<file path="src/rtl/reversible_cipher_engine_pkg.sv">
// Shared definitions for the reversible cipher engine.
//   state_t  : controller states (IDLE, RUN, DONE)
//   MODE_ENC : in_mode value selecting encryption
//   MODE_DEC : in_mode value selecting decryption
package reversible_cipher_engine_pkg;

    typedef enum logic [1:0] {
        IDLE = 2'd0,
        RUN  = 2'd1,
        DONE = 2'd2
    } state_t;

    localparam logic MODE_ENC = 1'b0;
    localparam logic MODE_DEC = 1'b1;

endpackage

</file>
<file path="src/rtl/reversible_cipher_engine_round.sv">
// One combinational cipher round, forward or inverse.
//   x    : round input word
//   k_r  : round key (already rotated for this round)
//   mode : MODE_ENC applies the forward round, MODE_DEC its exact inverse
//   y    : round output word
// Forward : x ^= k_r ; rotl 1 ; lower half ^= upper half
// Inverse : lower half ^= upper half ; rotr 1 ; x ^= k_r
module reversible_round
    import reversible_cipher_engine_pkg::*;
#(
    parameter int WIDTH = 8
) (
    input  logic [WIDTH-1:0] x,
    input  logic [WIDTH-1:0] k_r,
    input  logic             mode,
    output logic [WIDTH-1:0] y
);

    localparam int H = WIDTH / 2;

    logic [WIDTH-1:0] enc_keyed;
    logic [WIDTH-1:0] enc_rot;
    logic [WIDTH-1:0] enc_mix;
    logic [WIDTH-1:0] dec_mix;
    logic [WIDTH-1:0] dec_rot;
    logic [WIDTH-1:0] dec_keyed;

    assign enc_keyed = x ^ k_r;
    assign enc_rot   = {enc_keyed[WIDTH-2:0], enc_keyed[WIDTH-1]};

    // The Feynman (CNOT) stage is its own inverse: the upper half passes
    // through untouched, so XOR-ing it into the lower half again undoes it.
    for (genvar gi = 0; gi < H; gi++) begin : g_feynman
        assign enc_mix[gi]     = enc_rot[gi] ^ enc_rot[gi+H];
        assign enc_mix[gi+H]   = enc_rot[gi+H];
        assign dec_mix[gi]     = x[gi] ^ x[gi+H];
        assign dec_mix[gi+H]   = x[gi+H];
    end

    assign dec_rot   = {dec_mix[0], dec_mix[WIDTH-1:1]};
    assign dec_keyed = dec_rot ^ k_r;

    assign y = (mode == MODE_DEC) ? dec_keyed : enc_mix;

endmodule

</file>
<file path="src/rtl/reversible_cipher_engine.sv">
// Iterative reversible block cipher: accepts one word, applies ROUNDS rounds
// (one per clock), then presents the result until the consumer takes it.
//   clk, rst            : clock and synchronous active-high reset
//   in_valid/in_ready   : input handshake; in_ready only while idle
//   in_data/in_key      : plaintext or ciphertext word, and key
//   in_mode             : 0 = encrypt, 1 = decrypt
//   out_valid/out_ready : output handshake; out_valid only when done
//   out_data            : result word, 0 whenever no result is offered
//   busy                : high while running or holding a result
module reversible_cipher_engine
    import reversible_cipher_engine_pkg::*;
#(
    parameter int WIDTH  = 8,
    parameter int ROUNDS = 4
) (
    input  logic             clk,
    input  logic             rst,
    input  logic             in_valid,
    output logic             in_ready,
    input  logic [WIDTH-1:0] in_data,
    input  logic [WIDTH-1:0] in_key,
    input  logic             in_mode,
    output logic             out_valid,
    input  logic             out_ready,
    output logic [WIDTH-1:0] out_data,
    output logic             busy
);

    localparam int CW = $clog2(ROUNDS + 1);
    localparam int AW = $clog2(WIDTH);

    state_t           state_reg;
    logic [CW-1:0]    c_reg;
    logic [WIDTH-1:0] x_reg;
    logic [WIDTH-1:0] key_reg;
    logic             mode_reg;
    logic             in_ready_reg;
    logic             out_valid_reg;
    logic [WIDTH-1:0] out_data_reg;
    logic             busy_reg;

    logic [WIDTH-1:0] rot_keys [WIDTH];
    logic [31:0]      r_idx;
    logic [AW-1:0]    r_mod;
    logic [WIDTH-1:0] k_r;
    logic [WIDTH-1:0] round_next;
    logic             last_round;

    // Every rotation of the latched key; the round index picks one.
    // For gi = 0 the right shift by WIDTH contributes nothing.
    for (genvar gi = 0; gi < WIDTH; gi++) begin : g_rot_key
        assign rot_keys[gi] = (key_reg << gi) | (key_reg >> (WIDTH - gi));
    end

    // Decryption walks the round keys backwards so each inverse round
    // meets the key its forward round used.
    always_comb begin
        r_idx = (mode_reg == MODE_DEC) ? (32'(ROUNDS) - 32'd1 - 32'(c_reg))
                                       : 32'(c_reg);
        r_mod = AW'(r_idx % 32'(WIDTH));
        k_r   = rot_keys[r_mod];
    end

    assign last_round = (c_reg == CW'(ROUNDS - 1));

    reversible_round #(
        .WIDTH (WIDTH)
    ) u_round (
        .x    (x_reg),
        .k_r  (k_r),
        .mode (mode_reg),
        .y    (round_next)
    );

    always_ff @(posedge clk) begin
        if (rst) begin
            state_reg     <= IDLE;
            c_reg         <= '0;
            x_reg         <= '0;
            key_reg       <= '0;
            mode_reg      <= MODE_ENC;
            in_ready_reg  <= 1'b1;
            out_valid_reg <= 1'b0;
            out_data_reg  <= '0;
            busy_reg      <= 1'b0;
        end else begin
            case (state_reg)
                IDLE: begin
                    if (in_valid && in_ready_reg) begin
                        x_reg        <= in_data;
                        key_reg      <= in_key;
                        mode_reg     <= in_mode;
                        c_reg        <= '0;
                        state_reg    <= RUN;
                        in_ready_reg <= 1'b0;
                        busy_reg     <= 1'b1;
                    end
                end
                RUN: begin
                    x_reg <= round_next;
                    c_reg <= c_reg + 1'b1;
                    if (last_round) begin
                        state_reg     <= DONE;
                        out_valid_reg <= 1'b1;
                        out_data_reg  <= round_next;
                    end
                end
                DONE: begin
                    // Return to IDLE only; acceptance of the next word
                    // happens no earlier than the following edge.
                    if (out_ready) begin
                        state_reg     <= IDLE;
                        out_valid_reg <= 1'b0;
                        out_data_reg  <= '0;
                        busy_reg      <= 1'b0;
                        in_ready_reg  <= 1'b1;
                    end
                end
                default: begin
                    state_reg     <= IDLE;
                    in_ready_reg  <= 1'b1;
                    out_valid_reg <= 1'b0;
                    out_data_reg  <= '0;
                    busy_reg      <= 1'b0;
                end
            endcase
        end
    end

    assign in_ready  = in_ready_reg;
    assign out_valid = out_valid_reg;
    assign out_data  = out_data_reg;
    assign busy      = busy_reg;

endmodule

</file>
<file path="config.mk">
export PLATFORM = sky130hd
export DESIGN_NAME = reversible_cipher_engine
export DESIGN_NICKNAME = d
export VERILOG_FILES = /design/src/rtl/reversible_cipher_engine_pkg.sv /design/src/rtl/reversible_cipher_engine_round.sv /design/src/rtl/reversible_cipher_engine.sv
export SDC_FILE = /design/constraint.sdc
export NUM_CORES = 1
export LEC_CHECK = 0
export CORE_ASPECT_RATIO = 0.7
export CORE_MARGIN = 3
export CORE_UTILIZATION = 50
export CTS_BUF_LIST = sky130_fd_sc_hd__clkbuf_16
export CTS_CLUSTER_DIAMETER = 50
export CTS_CLUSTER_SIZE = 10
export DETAILED_ROUTE_END_ITERATION = 7
export GPL_TIMING_DRIVEN = 0
export PLACE_DENSITY = 0.76
export SYNTH_ARGS = -nofsm -noshare
export SYNTH_HDL_FRONTEND = slang
export SYNTH_SLANG_ARGS = --single-unit
</file>
<file path="constraint.sdc">
create_clock -name clk -period 1.95 [get_ports clk]
set_clock_uncertainty 0.05 [all_clocks]
set_input_delay 0.195 -clock clk [delete_from_list [all_inputs] [get_ports clk]]
set_output_delay 0.195 -clock clk [all_outputs]
set_load 0.005 [all_outputs]
</file>
# Word-level counts from Yosys, hierarchy flattened
# Cells that the tools add are included.
# Widths: inputs -> output; s select.
dict set report classes {
  n_reduce_logical 8
  eq_ne 6
  order_cmp 1
  mux 24
  n_mul 0
  n_addsub 2
  n_shift 0
  bitwise_logic 20
  div_mod_pow 0
}
# operator n
set ops {}
lappend ops {{$mux 8} 6}
lappend ops {{$bmux 8 s3} 1}
lappend ops {{$pmux 8 s3} 1}
lappend ops {{$pmux 8 s2} 1}
lappend ops {{$xor 8x8->8} 2}
lappend ops {{$pmux 1 s3} 3}
lappend ops {{$reduce_and 3->1} 3}
lappend ops {{$or 8x1->8} 1}
lappend ops {{$or 8x2->8} 1}
lappend ops {{$or 8x3->8} 1}
lappend ops {{$or 8x4->8} 1}
lappend ops {{$or 8x5->8} 1}
lappend ops {{$or 8x6->8} 1}
lappend ops {{$or 8x7->8} 1}
lappend ops {{$xor 1x1->1} 8}
lappend ops {{$mux 2} 3}
lappend ops {{$mux 3} 2}
lappend ops {{$ne 2x2->1 const B} 3}
lappend ops {{$pmux 2 s3} 1}
lappend ops {{$pmux 3 s2} 1}
lappend ops {{$mux 1} 5}
lappend ops {{$ge 4x4->1 const B} 1}
lappend ops {{$not 3->4} 1}
lappend ops {{$reduce_and 2->1} 2}
lappend ops {{other kinds (9)} 10}
dict set report word_totals {
  rom_bits 0
  inputBits 21
  register_bits 33
  elab_cells 70
  mem_count 0
  latchBits 0
  mem_bits_rw 0
  out_inout_bits 11
}

# Depth between registers and ports, before layout
# Gate-level depths: netlist of run 1.
dict set report logic_depth {
  word_depth 11
  ltp_mapped 8
  depth_no_buf 6
}

# Cells and area by module
# Synthesis of run 1 repeated with hierarchy kept, for this count alone.
dict set report unflattened {
  hier_cells 231
  hier_area_um2 2162.1
}
# mod cells_each n_inst seq_area_each_um2 area_per_inst_um2
set by_module_without_submodules {}
lappend by_module_without_submodules {reversible_cipher_engine 194 1 660.6 1864.3}
lappend by_module_without_submodules {reversible_round 37 1 0.0 297.8}

# Least setup slack after synthesis of run 1
# Ideal clock, no wire load.
dict set report synth_timing {
  kind {flip-flop to flip-flop}
  start {register c_reg[0]}
  end {register x_reg[2]}
  arrival_ns 1.892
  setup_slack_ns -0.124
  path_stages_with_launch 9
  path_buffers 2
  setup_ns 0.132
  path_cell_list {dfxtp_1 buf_6 buf_12 xor2_1 mux4_1 xnor2_1 nand2_1 o2111ai_1 a21oi_1}
}
dict set report synth_via {
  elab_chain_cells 10
  word_cells_on_any_way 11
  cone_classes {add/sub (1); mux (6); bitwise (4)}
}
# element line
set synth_lines {}
lappend synth_lines {{start, declared} reversible_cipher_engine.sv:33} ;# logic [CW-1:0] c_reg;
lappend synth_lines {{start signal, assigned} reversible_cipher_engine.sv:101} ;# c_reg <= c_reg + 1'b1;
lappend synth_lines {{$sub 2x3->3} reversible_cipher_engine.sv:58} ;# r_idx = (mode_reg == MODE_DEC) ? (32'(ROUNDS) - 32'd1 - 32'(c_reg))
lappend synth_lines {{$mux 3 (*)} reversible_cipher_engine.sv:58}
lappend synth_lines {{$not 3->4 (implied by the code) (*)} reversible_cipher_engine.sv:61} ;# k_r = rot_keys[r_mod];
lappend synth_lines {{$bmux 8 s3 (*)} reversible_cipher_engine.sv:61}
lappend synth_lines {{$mux 8 (implied by the code) (*) (2 in a row)} reversible_cipher_engine.sv:61}
lappend synth_lines {{$xor 8x8->8} reversible_cipher_engine_round.sv:28} ;# assign enc_keyed = x ^ k_r;
lappend synth_lines {{$xor 1x1->1} reversible_cipher_engine_round.sv:34} ;# assign enc_mix[gi] = enc_rot[gi] ^ enc_rot[gi+H];
lappend synth_lines {{$mux 8 (*)} reversible_cipher_engine_round.sv:43} ;# assign y = (mode == MODE_DEC) ? dec_keyed : enc_mix;
lappend synth_lines {{$pmux 8 s2 (*)} reversible_cipher_engine.sv:87} ;# case (state_reg)
lappend synth_lines {{end signal, assigned} reversible_cipher_engine.sv:90} ;# x_reg <= in_data;
lappend synth_lines {{end signal, assigned} reversible_cipher_engine.sv:100} ;# x_reg <= round_next;
lappend synth_lines {{end, declared} reversible_cipher_engine.sv:34} ;# logic [WIDTH-1:0] x_reg;
# Mark *: on every way between the ends. The rest lies on a longest branch, timed or not. The select of a mux whose other input is x is not followed.
# A chain may end at the register's enable or synchronous reset.

# Worst setup path after layout of run 1
dict set report layout_timing {
  start {register c_reg[0]}
  end {register x_reg[3]}
}
# Same word-level chain as after synthesis.

==> results.py, run 1 <==
metrics = {
    "run_status": {
        "outcome": "finished, violations left",
        "violations": "negative setup slack",
    },
    "setup_path": {
        "r2r_setup_slack_ns": -0.14,
        "worstPathRequired_ns": 2.04,
        "path_buf_inv": 2,
        "start_kind": "flop",
        "worstRegToRegCells": 8,
        "max_stage_delay_ns": 0.52,
        "critPathMaxFanout": 6,
        "critical_path.cell_chain": "buf_6 > buf_6 > mux2i_1 > mux4_2 > mux2i_1 > xnor2_1 > o211ai_1 > a21oi_1",
        "slowest_stage": "mux4_2",
        "worstPathArrival_ns": 2.18,
        "path_class": "flop to flop",
        "cp.depth": 8,
        "crit_family": "multiplexers",
        "end_kind": "flop",
    },
    "logic_synthesis": {
        "synth_flop_cell": "dfxtp_1",
        "syn_area_um2": 2410,
        "synth_nets": 295,
        "synth_area_leaders": "dfxtp_1, mux2i_1, mux4_2",
        "syn_area_per_cell_um2": 8.83,
        "synth-seq-cells": 33,
        "synth_edf_count": 0,
        "ys_seq_area_share_pct": 27.4,
        "synth_cell_type_count": 45,
        "yosysTopAreaCellShare_pct": 27.4,
        "yosysWarnings": 0,
        "yosysTopAreaCell": "dfxtp_1",
        "syn-instance-count": 273,
        "async_flop_share_pct": 0,
    },
    "floorplan": {
        "start_util_pct": 53.8,
        "die-area_um2": 5700,
        "io_pins": 32,
        "core_um2": 4480,
        "floorplan.die.height_um": 64.1,
        "fp.dieW_um": 89,
        "rows": 20,
    },
    "finish": {
        "drive_gt1_share_pct": 23.9,
        "post-route-cell-area_um2": 3150,
        "fin_nets": 335,
        "multi_input_area_um2": 1700,
        "layout.cells.non_filler": 369,
        "n_antenna_cell": 0,
        "seqCellArea_um2": 674,
        "area_delta_synth_final_pct": 30.7,
        "fillers": 333,
    },
    "placed_design": {
        "place.gp.congestion": 0.887,
        "dpl_worst_slack_ns": -0.328,
        "dp_hpwl_um": 4500,
        "dp_cells": 358,
        "port_buffers": 30,
        "placed_area_um2": 2790,
    },
    "sta": {
        "hold_violations": 0,
        "slew_viol_final": 0,
        "rsz0062_at_grt": "yes",
        "max_slew_margin_pct": 48.6,
        "finalSetupViolCount": 12,
        "setup_slack_ns": -0.140,
        "fmax_ghz": 0.479,
        "finalCritPeriodShare_pct": 107,
        "fin_tns_setup_ns": -0.922,
        "worst_slew_pin_slew_ns": 0.765,
        "layout_min_cycle_time_ns": 2.09,
    },
    "pwr": {
        "vdd_drop_max_mv": 0.428,
        "p_comb_share_pct": 29.6,
        "switching_share_pct": 30.2,
        "power.switching_uw": 716,
        "power.internal_mw": 1.66,
        "power.share.clock_pct": 38.1,
        "power_leakage_nw": 1.12,
        "powerDensity_nw_per_um2": 753,
        "p_total_mw": 2.37,
        "seqPwrFrac_pct": 32.3,
    },
    "cts": {
        "cts_tree": "yes",
        "clockBufferDepth": 2,
        "path_clk_slew_ns": 0.06,
        "cts_root_buffer": "clkbuf_16",
        "htree_levels": 2,
        "cts-buffers-inserted": 5,
        "postCtsHoldBufs": 0,
        "clock_sinks": 33,
        "clock_latency_ns": 0.28,
    },
    "routing": {
        "route.detailed.drc": 0,
        "dr.pass1.iters": 4,
        "drt-total-wl_um": 6450,
        "vias": 2220,
        "viasPerCell": 6.02,
        "antenna_left": 0,
        "dr.first_iter.drc_count": 128,
        "wire_per_inst_um": 17.5,
    },
    "min_path": {
        "holdPathStages": 2,
        "worstHoldPathType": "primary input to flop",
    },
    "run": {
        "max_cap_viol_count": 0,
    },
    "global_routing": {
        "track_usage_pct": 23.7,
        "gr-total-overflow": 0,
        "grt_pass1_wl_um": 10500,
        "first_global_vias": 2182,
        "grt_max_degree": 12,
        "antenna_found_initial": 0,
    },
}
synthesized netlist by cell type (all sizes together), types with 3 or more instances:
cell,n
mux2i,23
nand2,43
mux2,3
o211ai,5
o2bb2ai,4
nand2b,4
nand3,8
mux4,13
o21ai,7
a21oi,23
and3,3
inv,5
clkbuf,13
xor2,9
dfxtp,33
xnor2,17
nor3,4
nor2,13
buf,13
a22oi,7
a22o,3
cells by family after synthesis:
kind of cell	synth area share (%)
DFF	27.4
muxes	23.7
xor gates and xnor gates	9.44
adders and majority gates	0.519
and+or+nand+nor	14.8
buffers and inverters	6.49
AOI/OAI and AO/OA	17.6
path summary, 6_finish.rpt:
| check | end | start |
|---|---|---|
| max | x_reg[3]$_SDFFE_PP0P_ | c_reg[0]$_SDFFE_PP0P_ |
| min | c_reg[2]$_SDFFE_PP0P_ | rst |
| max reg2reg | x_reg[3]$_SDFFE_PP0P_ | c_reg[0]$_SDFFE_PP0P_ |
| min reg2reg | out_data[2]$_SDFFE_PP0P_ | out_data[2]$_SDFFE_PP0P_ |
power by group through the flow:
stage	logic [mW]	clock network (mW)	registers (mW)
6_report	0.702	0.904	0.767
2_1_floorplan	0.457	0	0.753
5_1_grt	0.755	0.942	0.772
3_5_place_dp	0.607	0	0.759
3_3_place_gp	0.596	0	0.758
4_1_cts	0.644	0.918	0.761
metrics by stage:
step / utilization, % / hold WS (ns)
after floorplan: - / 0.281
after global placement: 62.3 / 0.391
after detailed placement: 62.3 / 0.392
after CTS: 68.0 / 0.363
after global routing: 70.4 / 0.416
final: 70.4 / 0.377
metal layers:
layer	share of wire, %	global-route usage [%]	vias up	routed length [µm]
met5	0	0	-	0
met3	7.5	6.31	9	486
met4	1.6	6.32	0	106
met1	47	33.5	1066	3040
met2	44	35.8	84	2820
li1	-	-	1061	-
layout by cell type, fill, tap and decap left out, drive strengths merged, types with 3 or more instances in the layout:
cell,count
xnor2,17
nand2,43
a22o,3
inv,5
clkbuf,15
mux2i,23
mux4,13
o21ai,7
dfxtp,33
clkdlybuf4s50,30
and3,3
xor2,9
o211ai,5
nor3,4
nand2b,4
buf,19
a21oi,23
nor2,13
a22oi,7
o2bb2ai,4
mux2,3
nand3,8
timing repair:
action | 4_1_cts | 5_1_grt
endpoints found under the setup margin | 16 | 27
setup buffers | 5 | 4
resized for setup | 22 | 29
pin swaps | 3 | 9
hold endpoints to repair | 0 | 0
gates cloned | 1 | 0
area by class of cell:
cell class | instances | area share, %
multi-input cells | 209 | 53.8
flip-flops and latches | 33 | 21.4
repair buffers | 39 | 12.7
plain buffers | 20 | 4.09
clock buffers | 5 | 3.97
well taps | 55 | 2.18
clock inverters | 3 | 1.31
inverters | 5 | 0.595
Power figures use the tool's default switching activity.
==> inputs of run 2 (changes only) <==
--- a/config.mk
+++ b/config.mk
@@ -7,13 +7,14 @@
 export LEC_CHECK = 0
 export CORE_ASPECT_RATIO = 0.7
 export CORE_MARGIN = 3
-export CORE_UTILIZATION = 50
+export CORE_UTILIZATION = 55
 export CTS_BUF_LIST = sky130_fd_sc_hd__clkbuf_16
 export CTS_CLUSTER_DIAMETER = 50
 export CTS_CLUSTER_SIZE = 10
 export DETAILED_ROUTE_END_ITERATION = 7
 export GPL_TIMING_DRIVEN = 0
-export PLACE_DENSITY = 0.76
+export PLACE_DENSITY = 0.8
+export SETUP_SLACK_MARGIN = 0.1
 export SYNTH_ARGS = -nofsm -noshare
 export SYNTH_HDL_FRONTEND = slang
 export SYNTH_SLANG_ARGS = --single-unit
==> constraint.sdc (replaced) <==
create_clock -name clk -period 2 [get_ports clk]
set_clock_uncertainty 0.05 [all_clocks]
set_input_delay 0.2 -clock clk [delete_from_list [all_inputs] [get_ports clk]]
set_output_delay 0.2 -clock clk [all_outputs]
set_load 0.005 [all_outputs]
==> run 2 against run 1 <==
Clock-buffer cell count unchanged. Sequential cell count unchanged. Routed wire length increased by 5.3%. Critical endpoint unchanged. Clock power fell by 3.0%. Critical path depth is the same. Largest cell class unchanged. The run still ends with negative setup slack left. Hold slack improved by 0.019 ns. Core utilization rose by 7.6 points. First-iteration DRC count increased by 52%. Sequential power fell by 4.7%.
==> results.py, run 2 (synthesis results as in run 1) <==
metrics = {
    "run_status": {
        "outcome": "finished, violations left",
        "violations": "negative setup slack",
    },
    "placed_design": {
        "port_buffers": 30,
        "dp_hpwl_um": 4450,
        "place.gp.congestion": 0.873,
        "placed_area_um2": 2800,
        "dp_cells": 355,
    },
    "pwr": {
        "power_leakage_nw": 1.15,
        "powerDensity_nw_per_um2": 730,
        "vdd_drop_max_mv": 0.586,
    },
    "sta": {
        "max_slew_margin_pct": 58.9,
        "hold_ws_ns": 0.396,
        "worst_slew_pin_slew_ns": 0.612,
        "finalCritPeriodShare_pct": 105,
        "fmax_ghz": 0.475,
        "setup_slack_ns": -0.104,
        "slew_viol_final": 0,
        "fin_tns_setup_ns": -1.13,
        "hold_violations": 0,
        "layout_min_cycle_time_ns": 2.10,
        "rsz0062_at_grt": "yes",
        "finalSetupViolCount": 15,
    },
    "finish": {
        "drive_gt1_share_pct": 23.3,
        "final_cell_mix": "nand2_1, dfxtp_1, clkdlybuf4s50_1, a21oi_1, mux2i_1",
        "fin_nets": 338,
        "area_delta_synth_final_pct": 31.5,
        "n_antenna_cell": 0,
        "final_util_pct": 78.0,
        "layout.cells.non_filler": 369,
        "final_common_cell": "nand2_1",
        "post-route-cell-area_um2": 3170,
    },
    "routing": {
        "drt-total-wl_um": 6800,
        "dr.first_iter.drc_count": 194,
        "wire_per_inst_um": 18.4,
        "antenna_left": 0,
        "dr.pass1.iters": 4,
        "route.detailed.drc": 0,
        "vias": 2249,
        "viasPerCell": 6.09,
    },
    "global_routing": {
        "gr-total-overflow": 0,
        "antenna_found_initial": 0,
        "first_global_vias": 2075,
        "track_usage_pct": 25.6,
        "grt_pass1_wl_um": 10300,
        "grt_max_degree": 12,
    },
    "cts": {
        "postCtsHoldBufs": 0,
        "path_clk_slew_ns": 0.05,
        "cts_root_buffer": "clkbuf_16",
        "clockBufferDepth": 2,
        "htree_levels": 2,
        "cts-buffers-inserted": 5,
        "clock_latency_ns": 0.28,
        "clock_sinks": 33,
        "cts_tree": "yes",
    },
    "setup_path": {
        "end_kind": "flop",
        "critPathMaxFanout": 6,
        "path_class": "flop to flop",
        "worstPathRequired_ns": 2.09,
        "worstPathArrival_ns": 2.19,
        "start_kind": "flop",
    },
    "floorplan": {
        "start_util_pct": 59.3,
        "core_um2": 4070,
        "rows": 19,
        "io_pins": 32,
        "die-area_um2": 5230,
        "floorplan.die.height_um": 61.4,
        "fp.dieW_um": 85.1,
    },
    "run": {
        "max_cap_viol_count": 0,
    },
    "min_path": {
        "worstHoldPathType": "flop to flop",
    },
}
## run 2: cell type report
type,instances,area (µm²)
repair buffers,36,360
clock inverters,3,41.3
inverters,5,18.8
fillers,290,895
flip-flops and latches,33,667
well taps,52,65.1
clock buffers,5,125
multi-input cells,209,1730
plain buffers,26,163
## run 2: final timing paths
| check | startpoint | slack [ns] | depth (start not counted) | endpoint |
|---|---|---|---|---|
| max | c_reg[0]$_SDFFE_PP0P_ | -0.10 | 8 | x_reg[3]$_SDFFE_PP0P_ |
| min | out_data[6]$_SDFFE_PP0P_ | 0.40 | 2 | out_data[6]$_SDFFE_PP0P_ |
| max reg2reg | c_reg[0]$_SDFFE_PP0P_ | -0.10 | 8 | x_reg[3]$_SDFFE_PP0P_ |
| min reg2reg | out_data[6]$_SDFFE_PP0P_ | 0.40 | 2 | out_data[6]$_SDFFE_PP0P_ |
## run 2: worst max-delay path, stage by stage, from the launching register on
cell and delay (ns):
dfxtp_2 0.33, buf_8 0.13, buf_4 0.15, mux2i_1 0.12, mux4_2 0.56, mux2i_4 0.19
xnor2_2 0.10, o211ai_1 0.23, a21oi_1 0.10
## run 2: routing by layer
layer  vias to the layer above  routed length, µm  GRT usage [%]
met4                         0                 95           5.64
met1                      1075               3070           36.1
met2                        97               3070           41.5
met3                        14                568           5.08
met5                         -                  0              0
li1                       1063                  -              -
## run 2: through the flow
| stage | worst slack (ns) | power [mW] |
|---|---|---|
| after floorplan | 0.0320 | 1.19 |
| after global placement | -0.260 | 1.32 |
| after detailed placement | -0.280 | 1.33 |
| after CTS | -0.116 | 2.27 |
| after global routing | -0.178 | 2.40 |
| final | -0.104 | 2.31 |
## run 2: report_power, final
group	switching [mW]	internal [mW]	leakage, nW
Sequential	0.0344	0.697	0.271
Clock	0.295	0.583	0.0775
Combinational	0.367	0.339	0.797
## run 2: repair_timing
| action | 4_1_cts | 5_1_grt |
|---|---|---|
| resized for setup | 37 | 10 |
| buffers inserted | 6 | 0 |
| hold endpoints to repair | 0 | 0 |
| gates cloned | 0 | 0 |
| setup endpoints to repair | 17 | 26 |
| pin swaps | 16 | 8 |
